<file path="src/rtl/systolic_pkg.sv">
// -----------------------------------------------------------------------------
// systolic_pkg
// Shared definitions for the systolic array read-out path:
//   - drain_state_t : accumulator-drain FSM state encoding
//   - ACC_ENTRIES   : accumulator bank size for the default array dimension
//   - sat_hi/sat_lo : signed saturation bounds for a given result width
//   - SAT_HI/SAT_LO : saturation bounds for the default 8-bit result width
// -----------------------------------------------------------------------------
package systolic_pkg;

  localparam int DEFAULT_MATRIX_SIZE = 8;
  localparam int DEFAULT_DATA_WIDTH  = 8;
  localparam int ACC_ENTRIES         = DEFAULT_MATRIX_SIZE * DEFAULT_MATRIX_SIZE;

  // Fixed encodings so the state register stays readable in legacy tooling
  // and waveform filters that only know the raw values.
  localparam logic [2:0] ST_IDLE    = 3'd0;
  localparam logic [2:0] ST_ISSUE   = 3'd1;
  localparam logic [2:0] ST_CAPTURE = 3'd2;
  localparam logic [2:0] ST_WRITE   = 3'd3;
  localparam logic [2:0] ST_DONE    = 3'd4;

  typedef enum logic [2:0] {
    IDLE    = ST_IDLE,
    ISSUE   = ST_ISSUE,
    CAPTURE = ST_CAPTURE,
    WRITE   = ST_WRITE,
    DONE    = ST_DONE
  } drain_state_t;

  // Number of accumulator entries for an n x n array.
  function automatic int acc_entries(input int n);
    return n * n;
  endfunction

  // Largest / smallest two's-complement value representable in width bits.
  function automatic longint sat_hi(input int width);
    return (64'sd1 <<< (width - 1)) - 64'sd1;
  endfunction

  function automatic longint sat_lo(input int width);
    return -(64'sd1 <<< (width - 1));
  endfunction

  localparam longint SAT_HI = sat_hi(DEFAULT_DATA_WIDTH);
  localparam longint SAT_LO = sat_lo(DEFAULT_DATA_WIDTH);

endpackage

</file>
<file path="src/rtl/acc_drain_sequencer_if.sv">
// -----------------------------------------------------------------------------
// acc_drain_sequencer_if
// Bus bundle between the drain sequencer and its memories.
//   addr_acc : accumulator read address        (sequencer -> accumulator bank)
//   acc_out  : accumulator read data, 1 cycle after addr_acc (bank -> sequencer)
//   we       : DPRAM write enable / write request (sequencer -> DPRAM arbiter)
//   wr_gnt   : DPRAM write-port grant            (arbiter -> sequencer)
//   addr     : DPRAM write address               (sequencer -> DPRAM)
//   din      : DPRAM write data                  (sequencer -> DPRAM)
// master = sequencer side, slave = memory/arbiter side.
// -----------------------------------------------------------------------------
interface acc_drain_sequencer_if #(
  parameter int ACC_WIDTH      = 32,
  parameter int DATA_WIDTH     = 8,
  parameter int ACC_ADDR_WIDTH = 6,
  parameter int DP_ADDR_WIDTH  = 10
);
  logic [ACC_ADDR_WIDTH-1:0] addr_acc;
  logic [ACC_WIDTH-1:0]      acc_out;
  logic                      wr_gnt;
  logic                      we;
  logic [DP_ADDR_WIDTH-1:0]  addr;
  logic [DATA_WIDTH-1:0]     din;

  modport master (
    output addr_acc, we, addr, din,
    input  acc_out, wr_gnt
  );

  modport slave (
    input  addr_acc, we, addr, din,
    output acc_out, wr_gnt
  );
endinterface

</file>
<file path="src/rtl/acc_quantize.sv">
// -----------------------------------------------------------------------------
// acc_quantize
// Combinational rescale of a signed accumulator value to a narrow result:
// arithmetic right shift, then either saturate to the signed DATA_WIDTH
// range or keep the low DATA_WIDTH bits.
//   acc_in : signed accumulator value (ACC_WIDTH)
//   shift  : right-shift amount (0..31)
//   sat_en : 1 = saturate, 0 = truncate
//   q      : quantized result (DATA_WIDTH)
// -----------------------------------------------------------------------------
module acc_quantize
  import systolic_pkg::*;
#(
  parameter int ACC_WIDTH  = 32,
  parameter int DATA_WIDTH = 8
) (
  input  logic signed [ACC_WIDTH-1:0] acc_in,
  input  logic [4:0]                  shift,
  input  logic                        sat_en,
  output logic [DATA_WIDTH-1:0]       q
);

  localparam logic signed [ACC_WIDTH-1:0] Q_HI = ACC_WIDTH'(sat_hi(DATA_WIDTH));
  localparam logic signed [ACC_WIDTH-1:0] Q_LO = ACC_WIDTH'(sat_lo(DATA_WIDTH));

  logic signed [ACC_WIDTH-1:0] shifted;

  always_comb begin
    // >>> on a signed operand fills with the sign bit, so shift amounts at or
    // beyond ACC_WIDTH naturally collapse to all sign bits (0 or -1).
    shifted = acc_in >>> shift;
    q       = shifted[DATA_WIDTH-1:0];
    if (sat_en) begin
      if (shifted > Q_HI) begin
        q = Q_HI[DATA_WIDTH-1:0];
      end else if (shifted < Q_LO) begin
        q = Q_LO[DATA_WIDTH-1:0];
      end
    end
  end

endmodule

</file>
<file path="src/rtl/acc_drain_sequencer.sv">
// -----------------------------------------------------------------------------
// acc_drain_sequencer
// Drains the MATRIX_SIZE x MATRIX_SIZE accumulator bank in row-major order,
// quantizes each entry and writes it to consecutive DPRAM addresses starting
// at a base address, arbitrating for the shared write port with wr_gnt.
//   clk, rst_n : clock, asynchronous active-low reset
//   start      : 1-cycle pulse, begins a drain when idle (wins over abort)
//   abort      : 1-cycle pulse, cancels a drain in progress
//   base_addr  : first DPRAM address       (latched at start)
//   shift      : arithmetic right shift    (latched at start)
//   sat_en     : saturate / truncate select (latched at start)
//   busy       : high while a drain is running
//   done       : 1-cycle pulse after the last write is accepted
//   bus        : accumulator read + DPRAM write bus (master side)
// Each element takes ISSUE -> CAPTURE -> WRITE, three cycles when granted.
// -----------------------------------------------------------------------------
module acc_drain_sequencer
  import systolic_pkg::*;
#(
  parameter int DATA_WIDTH     = DEFAULT_DATA_WIDTH,
  parameter int MATRIX_SIZE    = DEFAULT_MATRIX_SIZE,
  parameter int ACC_WIDTH      = 32,
  parameter int ACC_ADDR_WIDTH = $clog2(MATRIX_SIZE * MATRIX_SIZE),
  parameter int DP_ADDR_WIDTH  = 10
) (
  input  logic                     clk,
  input  logic                     rst_n,
  input  logic                     start,
  input  logic                     abort,
  input  logic [DP_ADDR_WIDTH-1:0] base_addr,
  input  logic [4:0]               shift,
  input  logic                     sat_en,
  output logic                     busy,
  output logic                     done,
  acc_drain_sequencer_if.master    bus
);

  localparam logic [ACC_ADDR_WIDTH-1:0] LAST_IDX =
    ACC_ADDR_WIDTH'(acc_entries(MATRIX_SIZE) - 1);

  drain_state_t              state_reg;
  logic [ACC_ADDR_WIDTH-1:0] idx_reg;
  logic [ACC_ADDR_WIDTH-1:0] idx_next;
  logic [DP_ADDR_WIDTH-1:0]  base_reg;
  logic [4:0]                shift_reg;
  logic                      sat_reg;
  logic [ACC_ADDR_WIDTH-1:0] addr_acc_reg;
  logic                      we_reg;
  logic [DP_ADDR_WIDTH-1:0]  addr_reg;
  logic [DATA_WIDTH-1:0]     din_reg;
  logic                      busy_reg;
  logic                      done_reg;
  logic [DATA_WIDTH-1:0]     q;

  assign idx_next = idx_reg + ACC_ADDR_WIDTH'(1);

  acc_quantize #(
    .ACC_WIDTH (ACC_WIDTH),
    .DATA_WIDTH(DATA_WIDTH)
  ) u_quantize (
    .acc_in(bus.acc_out),
    .shift (shift_reg),
    .sat_en(sat_reg),
    .q     (q)
  );

  // addr_acc is loaded on entry to ISSUE, so the bank's registered read
  // presents acc_out during CAPTURE and the element costs only 3 cycles.
  always_ff @(posedge clk or negedge rst_n) begin
    if (!rst_n) begin
      state_reg    <= IDLE;
      idx_reg      <= '0;
      base_reg     <= '0;
      shift_reg    <= '0;
      sat_reg      <= 1'b0;
      addr_acc_reg <= '0;
      we_reg       <= 1'b0;
      addr_reg     <= '0;
      din_reg      <= '0;
      busy_reg     <= 1'b0;
      done_reg     <= 1'b0;
    end else begin
      done_reg <= 1'b0;
      if (abort && (state_reg != IDLE)) begin
        // A write granted in this same cycle has already been committed by
        // the DPRAM; only the sequencing stops.
        state_reg    <= IDLE;
        we_reg       <= 1'b0;
        busy_reg     <= 1'b0;
        addr_acc_reg <= '0;
      end else begin
        case (state_reg)
          IDLE: begin
            if (start) begin
              base_reg     <= base_addr;
              shift_reg    <= shift;
              sat_reg      <= sat_en;
              idx_reg      <= '0;
              addr_acc_reg <= '0;
              busy_reg     <= 1'b1;
              state_reg    <= ISSUE;
            end
          end
          ISSUE: begin
            state_reg <= CAPTURE;
          end
          CAPTURE: begin
            addr_reg  <= base_reg + DP_ADDR_WIDTH'(idx_reg);
            din_reg   <= q;
            we_reg    <= 1'b1;
            state_reg <= WRITE;
          end
          WRITE: begin
            // Without a grant everything holds; the request stays up.
            if (bus.wr_gnt) begin
              we_reg <= 1'b0;
              if (idx_reg == LAST_IDX) begin
                done_reg  <= 1'b1;
                busy_reg  <= 1'b0;
                state_reg <= DONE;
              end else begin
                idx_reg      <= idx_next;
                addr_acc_reg <= idx_next;
                state_reg    <= ISSUE;
              end
            end
          end
          DONE: begin
            state_reg <= IDLE;
          end
          default: begin
            state_reg <= IDLE;
          end
        endcase
      end
    end
  end

  assign bus.addr_acc = addr_acc_reg;
  assign bus.we       = we_reg;
  assign bus.addr     = addr_reg;
  assign bus.din      = din_reg;
  assign busy         = busy_reg;
  assign done         = done_reg;

endmodule

</file>
<file path="src/flat_wrapper.sv">
// flat-port wrapper written by rule: the top's interface ports become plain ports
module acc_drain_sequencer_flat import systolic_pkg::*;
#(
  parameter int DATA_WIDTH     = DEFAULT_DATA_WIDTH,
  parameter int MATRIX_SIZE    = DEFAULT_MATRIX_SIZE,
  parameter int ACC_WIDTH      = 32,
  parameter int ACC_ADDR_WIDTH = $clog2(MATRIX_SIZE * MATRIX_SIZE),
  parameter int DP_ADDR_WIDTH  = 10
)
  (clk, rst_n, start, abort, base_addr, shift, sat_en, busy, done, bus_addr_acc, bus_we, bus_addr, bus_din, bus_acc_out, bus_wr_gnt);
  acc_drain_sequencer_if #(.ACC_WIDTH(ACC_WIDTH), .DATA_WIDTH(DATA_WIDTH), .ACC_ADDR_WIDTH(ACC_ADDR_WIDTH), .DP_ADDR_WIDTH(DP_ADDR_WIDTH)) bus_i ();
  input  logic clk;
  input  logic rst_n;
  input  logic start;
  input  logic abort;
  input  logic [DP_ADDR_WIDTH-1:0] base_addr;
  input  logic [4:0] shift;
  input  logic sat_en;
  output logic busy;
  output logic done;
  output wire logic [$bits(bus_i.addr_acc)-1:0] bus_addr_acc;
  output wire logic [$bits(bus_i.we)-1:0] bus_we;
  output wire logic [$bits(bus_i.addr)-1:0] bus_addr;
  output wire logic [$bits(bus_i.din)-1:0] bus_din;
  input wire logic [$bits(bus_i.acc_out)-1:0] bus_acc_out;
  input wire logic [$bits(bus_i.wr_gnt)-1:0] bus_wr_gnt;
  assign bus_addr_acc = bus_i.addr_acc;
  assign bus_we = bus_i.we;
  assign bus_addr = bus_i.addr;
  assign bus_din = bus_i.din;
  assign bus_i.acc_out = bus_acc_out;
  assign bus_i.wr_gnt = bus_wr_gnt;
  acc_drain_sequencer #(.DATA_WIDTH(DATA_WIDTH), .MATRIX_SIZE(MATRIX_SIZE), .ACC_WIDTH(ACC_WIDTH), .ACC_ADDR_WIDTH(ACC_ADDR_WIDTH), .DP_ADDR_WIDTH(DP_ADDR_WIDTH)) u_core (.clk(clk), .rst_n(rst_n), .start(start), .abort(abort), .base_addr(base_addr), .shift(shift), .sat_en(sat_en), .busy(busy), .done(done), .bus(bus_i));
endmodule
</file>
<file path="config.mk">
export PLATFORM = sky130hd
export DESIGN_NAME = acc_drain_sequencer_flat
export DESIGN_NICKNAME = d
export VERILOG_FILES = /design/src/rtl/systolic_pkg.sv /design/src/rtl/acc_drain_sequencer_if.sv /design/src/rtl/acc_quantize.sv /design/src/rtl/acc_drain_sequencer.sv /design/src/flat_wrapper.sv
export SDC_FILE = /design/constraint.sdc
export NUM_CORES = 1
export LEC_CHECK = 0
export BUFFER_PORTS_ARGS = -buffer_cell sky130_fd_sc_hd__buf_2
export CAP_MARGIN = 10
export CORE_UTILIZATION = 55
export CTS_BUF_LIST = sky130_fd_sc_hd__clkbuf_4
export DETAILED_ROUTE_END_ITERATION = 16
export PLACE_DENSITY = 0.82
export SYNTH_ARGS = -nofsm -noshare
export SYNTH_HDL_FRONTEND = slang
export SYNTH_HIERARCHICAL = 1
export SYNTH_SLANG_ARGS = --single-unit
</file>
<file path="constraint.sdc">
create_clock -name clk -period 3.77 [get_ports clk]
set_input_delay 0.1885 -clock clk [delete_from_list [all_inputs] [get_ports clk]]
set_output_delay 0.1885 -clock clk [all_outputs]
set_load 0.1 [all_outputs]
</file>
==> results.toml, run 1 <==
[detailed_routing]
top_layer = "met4"
drt_iter0_drc = 403
dr_wl_met2_mm = 5.97
firstDrtPassIters = 5
drc_errors = 0
finalWirelength_mm = 12.7
routedWlPerCell_um = 20.3
ant_nets = 0
wl_met3_mm = 1.02
vias = 4102
via_per_inst = 6.56
drt-met1-wl_mm = 5.28

[synthesis]
ys.flop_type = "dfrtp_1"
synth_mux_area_share_pct = 31.1
synth_nets = 511
synth-compound-area-share_pct = 16.6
netlist_instances = 450
async_flop_share_pct = 100
synth-edff-count = 0
ys_warn_count = 6
ys_types = 74
synthAdderAreaFrac_pct = 2.35
ys_seq_elements = 52
syn-mean-instance-area_um2 = 10.2
synth_top_family_by_area = "multiplexers"
synth-simple-area-share_pct = 15.0
syn_area_um2 = 4570
synthXorXnorAreaFrac_pct = 1.73
ys_seq_area_share_pct = 28.5

[clock_tree]
cts_root_buffer = "clkbuf_4"
cts_tree = "yes"
postCtsSetupRepairBufs = 0
clk_pin_slew_ns = 0.16
insertion_delay_ns = 0.37
cts-buffers-inserted = 5
clock_path_buffers = 2
htree_levels = 2
cts_num_sinks = 52

[power]
internal_power_mw = 1.79
switching_share_pct = 55.8
share_comb_of_total_power_pct = 70.2
p_sw_mw = 2.25
vdd_drop_max_mv = 0.426
p_leak_nw = 2.29
power_frac_clock_pct = 6.4
power_frac_seq_pct = 23.4
power_density_nw_per_um2 = 785

[finish]
fin_nets = 583
diodes = 0
final_util_pct = 65.2
final_cells = 625
area_delta_synth_final_pct = 12.6
layout-drive-gt1-share_pct = 30.2
final_area_um2 = 5140

[floorplan]
dieArea_um2 = 8680
die_w_um = 93.2
num_rows = 32
io-pin-count = 80
die_h_um = 93.2
core_um2 = 7890
start_util_pct = 57.9

[sta]
fmax_mhz = 289
skew_ns = 0.00446
hold_viol_final = 0
maxSlewViolCount = 0
rsz0062_at_grt = "no"
worst_slew_margin_rel_pct = 30.2
fin_crit_sh_pct = 91.8
worst_pin_slew_ns = 1.05
setup_slack_ns = 0.310
period_minus_slack_ns = 3.46
tns_ns = 0
setup_violations = 0

[critical_path]
worstSetupPathType = "flip-flop to flip-flop"
rrSetupSlack_ns = 0.31
cp_data_required_time_ns = 4.04
critPathLaunchType = "flip-flop"
cp_max_fo = 28
r2r_cells = 9
timing.rr.start = "u_core/shift_reg[1]"
r2r_end = "u_core/bus.din[3]"
cp_data_arrival_time_ns = 3.73
end_kind = "flip-flop"

[placement]
place_ws_ns = 0.346
placed_cells = 613
place_hpwl_mm = 9.71
routabilityCongestion = 0.997
io_buffers = 79
placed_area_um2 = 5040

[hold_path]
holdCritPathClass = "primary input to flip-flop"
hold_depth = 2
holdCritStartpoint = "shift[4]"
holdPathEnd = "u_core/shift_reg[4]"

[global_routing]
antenna_found_initial = 0
gr-total-overflow = 0
grt_pass1_wl_mm = 20.0
grt_max_degree = 36
grtUsageTotal_pct = 30.0
grt_pass1_vias = 3911

[flow_run]
cap_viol_max_count = 0

[run_status]
outcome = "complete, no violations"
[worst max-delay path by stage]
stage                              startpoint                end  slack [ns]  cells past startpoint
after CTS                 u_core/shift_reg[0]  u_core/bus.din[3]        0.34                     10
after detailed placement  u_core/shift_reg[0]  u_core/bus.din[3]        0.35                     10
after global routing      u_core/shift_reg[0]  u_core/bus.din[3]        0.08                     10
final                     u_core/shift_reg[1]  u_core/bus.din[3]        0.31                      9
after floorplan           u_core/shift_reg[0]  u_core/bus.din[0]        0.81                      8
after global placement    u_core/shift_reg[0]  u_core/bus.din[2]        0.43                     10
[critical path, cell delays in order (launching register included)]
cell,delay (ns)
dfrtp_2,0.63
buf_12,0.25
mux2i_1,0.47
mux4_2,0.42
a21oi_1,0.08
a2bb2oi_1,0.42
nand4bb_4,0.16
o41ai_4,0.50
o21ai_1,0.14
mux2_2,0.28
[power by group through the flow]
stage | Clock (mW) | Combinational (mW) | Sequential, mW
after floorplan | 0 | 1.54 | 1.62
after global placement | 0 | 2.75 | 0.939
after detailed placement | 0 | 2.78 | 0.951
after CTS | 0.268 | 2.80 | 0.939
after global routing | 0.292 | 2.98 | 0.970
final | 0.260 | 2.83 | 0.943
[area by class of cell]
class / count / area, um2
clock inverter: 3 / 21.3
timing repair buffer: 98 / 561
inverter: 9 / 33.8
tap: 102 / 128
sequential: 52 / 1300
multi-input combinational: 356 / 3060
clock buffer: 5 / 37.5
fill: 656 / 2740
[per-layer routing]
metal  global-route usage, %  vias up
met5                       0        -
met4                    11.2        0
met3                    6.02       38
met2                    47.5      223
met1                    40.9     1976
li1                        -     1865
[synthesized netlist by cell type, drive strengths merged (5+ instances only)]
library cell / count / area share, %
dfrtp: 52 / 28
nand2: 46 / 3.8
mux2: 38 / 9.4
o21ai: 32 / 3.5
mux4: 31 / 16
nor2: 31 / 2.5
mux2i: 26 / 5.7
buf: 24 / 3.3
a21oi: 14 / 1.5
nand3: 14 / 1.5
clkbuf: 9 / 0.74
nor2b: 9 / 1.2
a211oi: 8 / 1.3
a21o: 8 / 1.3
inv: 8 / 0.66
ha: 7 / 1.9
nor3: 7 / 0.77
nor4: 5 / 0.68
xnor2: 5 / 0.96
[cell usage in the layout (no fill, tap or decap), drive strengths merged, types with 3 or more instances in the layout]
cell type	count
dlygate4sd3	4
nor3	7
a21o	8
clkbuf	5
and2	4
mux2	38
a21boi	3
nand2	46
o21a	4
a22oi	3
mux2i	26
xor2	4
buf	94
nand3	14
o21ai	32
nor2	31
nor4	5
o2111ai	3
a211oi	8
inv	9
a22o	4
nor2b	9
xnor2	5
a31oi	3
dfrtp	52
a21oi	14
mux4	31
ha	7
[kinds of logic after synthesis]
logic type / Yosys count
simple gates: 135
compound gates: 109
mux: 95
flops: 52
buf+inv: 42
xor+xnor: 9
fa+ha+maj: 8
[stage by stage]
stage	hold slack [ns]	power, mW
2_1_floorplan	-0.107	3.16
3_5_place_dp	0.316	3.73
5_1_grt	0.00593	4.24
4_1_cts	0.00888	4.00
6_report	0.0207	4.04
3_3_place_gp	0.300	3.69
[what timing repair did]
item                                   in CTS  in global routing
hold buffers                                1                  3
endpoints found under the hold margin      34                  3
resized for setup                           0                  0
(Power assumes the default switching activity.)
==> run 2: changes to the inputs <==
PLACE_DENSITY = 0.81   (was 0.82)
SYNTH_HIERARCHICAL = not set   (was 1)
TNS_END_PERCENT = 50   (was not set)
==> run 2 against run 1 <==
  * Clock power increased by 7%
  * Clock skew up 0.0093 ns
  * Core utilization fell by 0.99 points
  * Sequential power up 8%
  * Die area rose by 2.9%
  * Cell area rose by 3.1%
  * Non-clock buffer count rose by 3
  * Fmax up 0.84%
  * Register-to-register slack better by 0.03 ns
  * Via count rose by 2.0%
==> results.toml, run 2 <==
[clock_tree]
clock_path_buffers = 2
cts_num_sinks = 52
insertion_delay_ns = 0.39
clk_pin_slew_ns = 0.16
htree_levels = 2
ctsResizeCount = 0
cts-buffers-inserted = 5
cts_root_buffer = "clkbuf_4"
cts_tree = "yes"

[synthesis]
synth_top_cell_by_area = "dfrtp_1"
yosys-top-cells-count = "dfrtp_1 (52), o21ai_0 (46), nand2_1 (44)"
async_flop_share_pct = 100
synth_nets = 533
synth-edff-count = 0
syn-mean-instance-area_um2 = 9.97
synth_area_leaders = "dfrtp_1 (28%), mux4_2 (19%), mux2i_1 (6.2%)"
ys_seq_area_share_pct = 27.6
synth_top_area_share_pct = 27.6
syn_area_um2 = 4710
netlist_instances = 472
ys_types = 65
ys_warn_count = 0
post-synth-top-count-cell = "dfrtp_1"
ys.flop_type = "dfrtp_1"
ys_seq_elements = 52

[sta]
maxSlewViolCount = 0
skew_ns = 0.0138
setup_violations = 0
tns_ns = 0
worst_slew_margin_rel_pct = 44.8
rsz0062_at_grt = "no"
hold_viol_final = 0
period_minus_slack_ns = 3.43
fmax_mhz = 291
fin_crit_sh_pct = 91.0
setup_slack_ns = 0.338
worst_pin_slew_ns = 0.827

[detailed_routing]
drt_iter0_drc = 350
drc_errors = 0
vias = 4185
firstDrtPassIters = 5
routedWlPerCell_um = 18.5
via_per_inst = 6.46
finalWirelength_mm = 12.0
ant_nets = 0

[power]
p_leak_nw = 2.25
total_power_mw = 4.85
power_density_nw_per_um2 = 915
vdd_drop_max_mv = 0.522

[finish]
area_delta_synth_final_pct = 12.7
final_cell_mix = "buf_2 (79), dfrtp_1 (50), o21ai_0 (46), nand2_1 (44), mux4_2 (40)"
seqCellArea_um2 = 1300
diodes = 0
final_common_cell = "buf_2"
fin_nets = 603
n_fill_cell = 686
multi_input_area_um2 = 3170
layout-drive-gt1-share_pct = 33.7

[critical_path]
r2r_cells = 8
worstSetupPathType = "flip-flop to flip-flop"
r2r_end = "u_core.bus.din[1]"
cp_data_required_time_ns = 4.02
cp_data_arrival_time_ns = 3.69
rrSetupSlack_ns = 0.34
endpoint = "u_core.bus.din[1]"
end_kind = "flip-flop"
startpoint = "u_core.shift_reg[0]"
cp_max_fo = 23
critPathLaunchType = "flip-flop"
timing.rr.start = "u_core.shift_reg[0]"

[floorplan]
dieArea_um2 = 8930
start_util_pct = 57.0
num_rows = 33
core_um2 = 8260
die_w_um = 94.5
io-pin-count = 80
die_h_um = 94.5

[global_routing]
grt_max_degree = 29
gr-total-overflow = 0
grt_pass1_vias = 3990
antenna_found_initial = 0
grt_pass1_wl_mm = 19.6
grtUsageTotal_pct = 28.1

[placement]
routabilityCongestion = 0.916
place_hpwl_mm = 9.22
place_ws_ns = 0.366
io_buffers = 79

[run_status]
outcome = "complete, no violations"

[flow_run]
cap_viol_max_count = 0

[hold_path]
holdCritPathClass = "primary input to flip-flop"
==> run 2: changes by cell type in the layout (fill, tap and decap cells not counted), sizes merged, moves of 8 or more <==
cell    change
mux4       +12
o21ai      +16
nand2b      +8
nand3      -11
mux2       -13
o22ai       +8
==> run 2: worst min-delay path by stage <==
stage,slack [ns],start,depth (start not counted),end
after CTS,0.003,base_addr[1],3,u_core.base_reg[1]
final,0.01,base_addr[1],3,u_core.base_reg[1]
after detailed placement,0.24,rst_n,1,u_core.bus.din[1]
after global placement,0.22,rst_n,1,u_core.bus.din[5]
after global routing,0.006,base_addr[5],2,u_core.base_reg[5]
after floorplan,-0.11,rst_n,0,u_core.base_reg[0]
==> run 2: per-stage QoR <==
stage          hold slack, ns  cell area, um2  util [%]  instances
2_1_floorplan          -0.107            4710         -        472
3_3_place_gp            0.219            5190      62.8        635
4_1_cts               0.00332            5300      64.2        648
3_5_place_dp            0.242            5190      62.8        635
5_1_grt               0.00554            5300      64.2        648
6_report               0.0149            5300      64.2        648
==> run 2: critical path, stage by stage (launching register included) <==
cell,delay [ns]
dfrtp_2,0.63
buf_4,0.32
nor4_1,0.52
mux2i_1,0.37
nand4_1,0.11
a2111oi_0,0.43
a41oi_1,0.27
o31ai_4,0.48
o22ai_1,0.16
==> run 2: logic make-up after synthesis <==
family	share of synthesized area, %
adder cells (fa/ha/maj)	2.29
flip-flops	27.6
AND/OR/NAND/NOR	14.6
buffers and inverters	5.26
AO/OA/AOI/OAI	15.3
multiplexers	33.0
XOR/XNOR	1.86
==> run 2: report_power, final <==
part	internal, mW	switching, mW	total (mW)	leakage, nW
clock	0.0788	0.198	0.277	0.0333
sequential	0.753	0.269	1.02	0.637
combinational	1.41	2.15	3.56	1.58
total	2.24	2.62	4.85	2.25
==> run 2: layout make-up <==
cell class | instances | area share, %
clock buffers | 5 | 0.708
clock inverters | 3 | 0.519
inverters | 17 | 1.20
multi-input cells | 365 | 59.7
flip-flops and latches | 52 | 24.6
well taps | 105 | 2.48
repair buffers | 101 | 10.8
==> run 2: what timing repair did <==
action,4_1_cts,5_1_grt
hold buffers,5,0
setup buffers,0,0
hold endpoints to repair,30,0
==> run 2: per-layer routing <==
metal	global-route usage (%)	up-vias	routed length (um)
li1	-	1944	-
met1	40.7	2034	5270
met2	44.1	194	5680
met3	4.75	13	883
met4	6.57	0	126
met5	0	-	0
==> run 3: changes to the inputs <==
PLACE_DENSITY = 0.78   (was 0.81)
==> run 3 against run 2 <==
  * Non-clock buffer count shrank 8
  * Fmax shrank 1.9%
  * Setup slack lost 0.065 ns
  * Clock power is essentially flat
  * Power shrank 0.82%
  * Clock-buffer cell count is the same
  * Largest cell class unchanged
==> results.toml, run 3 (synthesized netlist as in run 2, its figures left out) <==
[placement]
place_hpwl_mm = 9.33
io_buffers = 79
routabilityCongestion = 0.934

[critical_path]
cp_max_fo = 21
end_kind = "flip-flop"
cp_data_required_time_ns = 4.00
cp_data_arrival_time_ns = 3.73
critPathLaunchType = "flip-flop"
worstSetupPathType = "flip-flop to flip-flop"

[clock_tree]
postCtsSetupRepairBufs = 0
clk_pin_slew_ns = 0.15
cts-buffers-inserted = 5
cts_num_sinks = 52
cts_tree = "yes"
cts_root_buffer = "clkbuf_4"
insertion_delay_ns = 0.39
ctsResizeCount = 0
htree_levels = 2
clock_path_buffers = 2

[sta]
worst_pin_slew_ns = 0.815
fmax_mhz = 286
maxSlewViolCount = 0
hold_viol_final = 0
skew_ns = 0.0243
rsz0062_at_grt = "no"
setup_violations = 0
period_minus_slack_ns = 3.50
tns_ns = 0
worst_slew_margin_rel_pct = 45.6
whs_ns = 0.0148
fin_crit_sh_pct = 92.8

[detailed_routing]
via_per_inst = 6.50
finalWirelength_mm = 12.2
drt_iter0_drc = 362
firstDrtPassIters = 5
vias = 4162
drc_errors = 0
ant_nets = 0
routedWlPerCell_um = 19.0

[finish]
layout-drive-gt1-share_pct = 33.3
final_common_cell = "buf_2"
fin_nets = 595
final_util_pct = 63.6
n_fill_cell = 690
area_delta_synth_final_pct = 11.5
diodes = 0
final_cell_mix = "buf_2 (79), dfrtp_1 (50), o21ai_0 (46), nand2_1 (44), mux4_2 (40)"

[global_routing]
grtUsageTotal_pct = 28.2
grt_pass1_wl_mm = 19.5
grt_pass1_vias = 3903
antenna_found_initial = 0
grt_max_degree = 53
gr-total-overflow = 0

[floorplan]
die_h_um = 94.5
die_w_um = 94.5
core_um2 = 8260
dieArea_um2 = 8930
io-pin-count = 80
num_rows = 33
start_util_pct = 57.0

[power]
p_leak_nw = 2.22
power_density_nw_per_um2 = 917
vdd_drop_max_mv = 0.492

[run_status]
outcome = "complete, no violations"

[flow_run]
cap_viol_max_count = 0

[hold_path]
holdCritPathClass = "primary input to flip-flop"
[run 3: cell types whose count changed in the layout (fill, tap and decap cells not counted), sizes merged]
cell and change:
buf -5, dlygate4sd3 -3
[run 3: area by class of cell]
| class | instances | area [um2] | area share (%) |
|---|---|---|---|
| clock buffer | 5 | 37.5 | 0.715 |
| timing repair buffer | 93 | 518 | 9.87 |
| clock inverter | 3 | 27.5 | 0.524 |
| multi-input combinational | 365 | 3170 | 60.3 |
| tap | 105 | 131 | 2.50 |
| sequential | 52 | 1300 | 24.8 |
| inverter | 17 | 63.8 | 1.22 |
[run 3: path summary, 6_finish.rpt]
path                                     startpoint             endpoint  slack, ns  cells past startpoint
worst max-delay path            u_core.shift_reg[1]    u_core.bus.din[0]       0.27                      8
max in group asynchronous                     rst_n  u_core.shift_reg[1]       2.84                      3
worst max register to register  u_core.shift_reg[1]    u_core.bus.din[0]       0.27                      8
min in group asynchronous                     rst_n          u_core.done       0.43                      3
worst min register to register        u_core.bus.we        u_core.bus.we       0.49                      2
worst min-delay path                       shift[3]  u_core.shift_reg[3]       0.01                      3
[run 3: per-stage QoR]
stage | area, um2 | instances | setup slack (ns) | power [mW]
CTS | 5250 | 640 | 0.274 | 4.80
floorplan | 4710 | 472 | 0.823 | 3.84
global placement | 5160 | 630 | 0.427 | 4.45
global route | 5250 | 640 | 0.0363 | 5.13
finish | 5250 | 640 | 0.273 | 4.82
detailed placement | 5160 | 630 | 0.310 | 4.51
[run 3: critical path: stages, from the launching register on]
cell	delay [ns]
dfrtp_2	0.75
buf_4	0.34
mux4_2	0.53
mux2_2	0.31
mux4_2	0.50
a211oi_2	0.18
nand4_1	0.17
o31ai_4	0.41
o22ai_1	0.16
[run 3: repair_timing]
action,in CTS,in global routing
hold buffers,2,0
hold endpoints to repair,53,0
setup endpoints to repair,0,0
[run 3: per-layer routing]
layer | vias up | global-route usage [%] | part of all wire, %
met4 | 0 | 6.44 | 1.6
met5 | - | 0 | 0
met3 | 24 | 6.60 | 9.5
met1 | 1994 | 40.9 | 43
li1 | 1916 | - | -
met2 | 228 | 43.3 | 46
[run 3: power by group]
part / leakage (nW) / internal [mW] / switching, mW
sequential: 0.637 / 0.753 / 0.274
combinational: 1.55 / 1.38 / 2.13
clock: 0.0333 / 0.0787 / 0.195
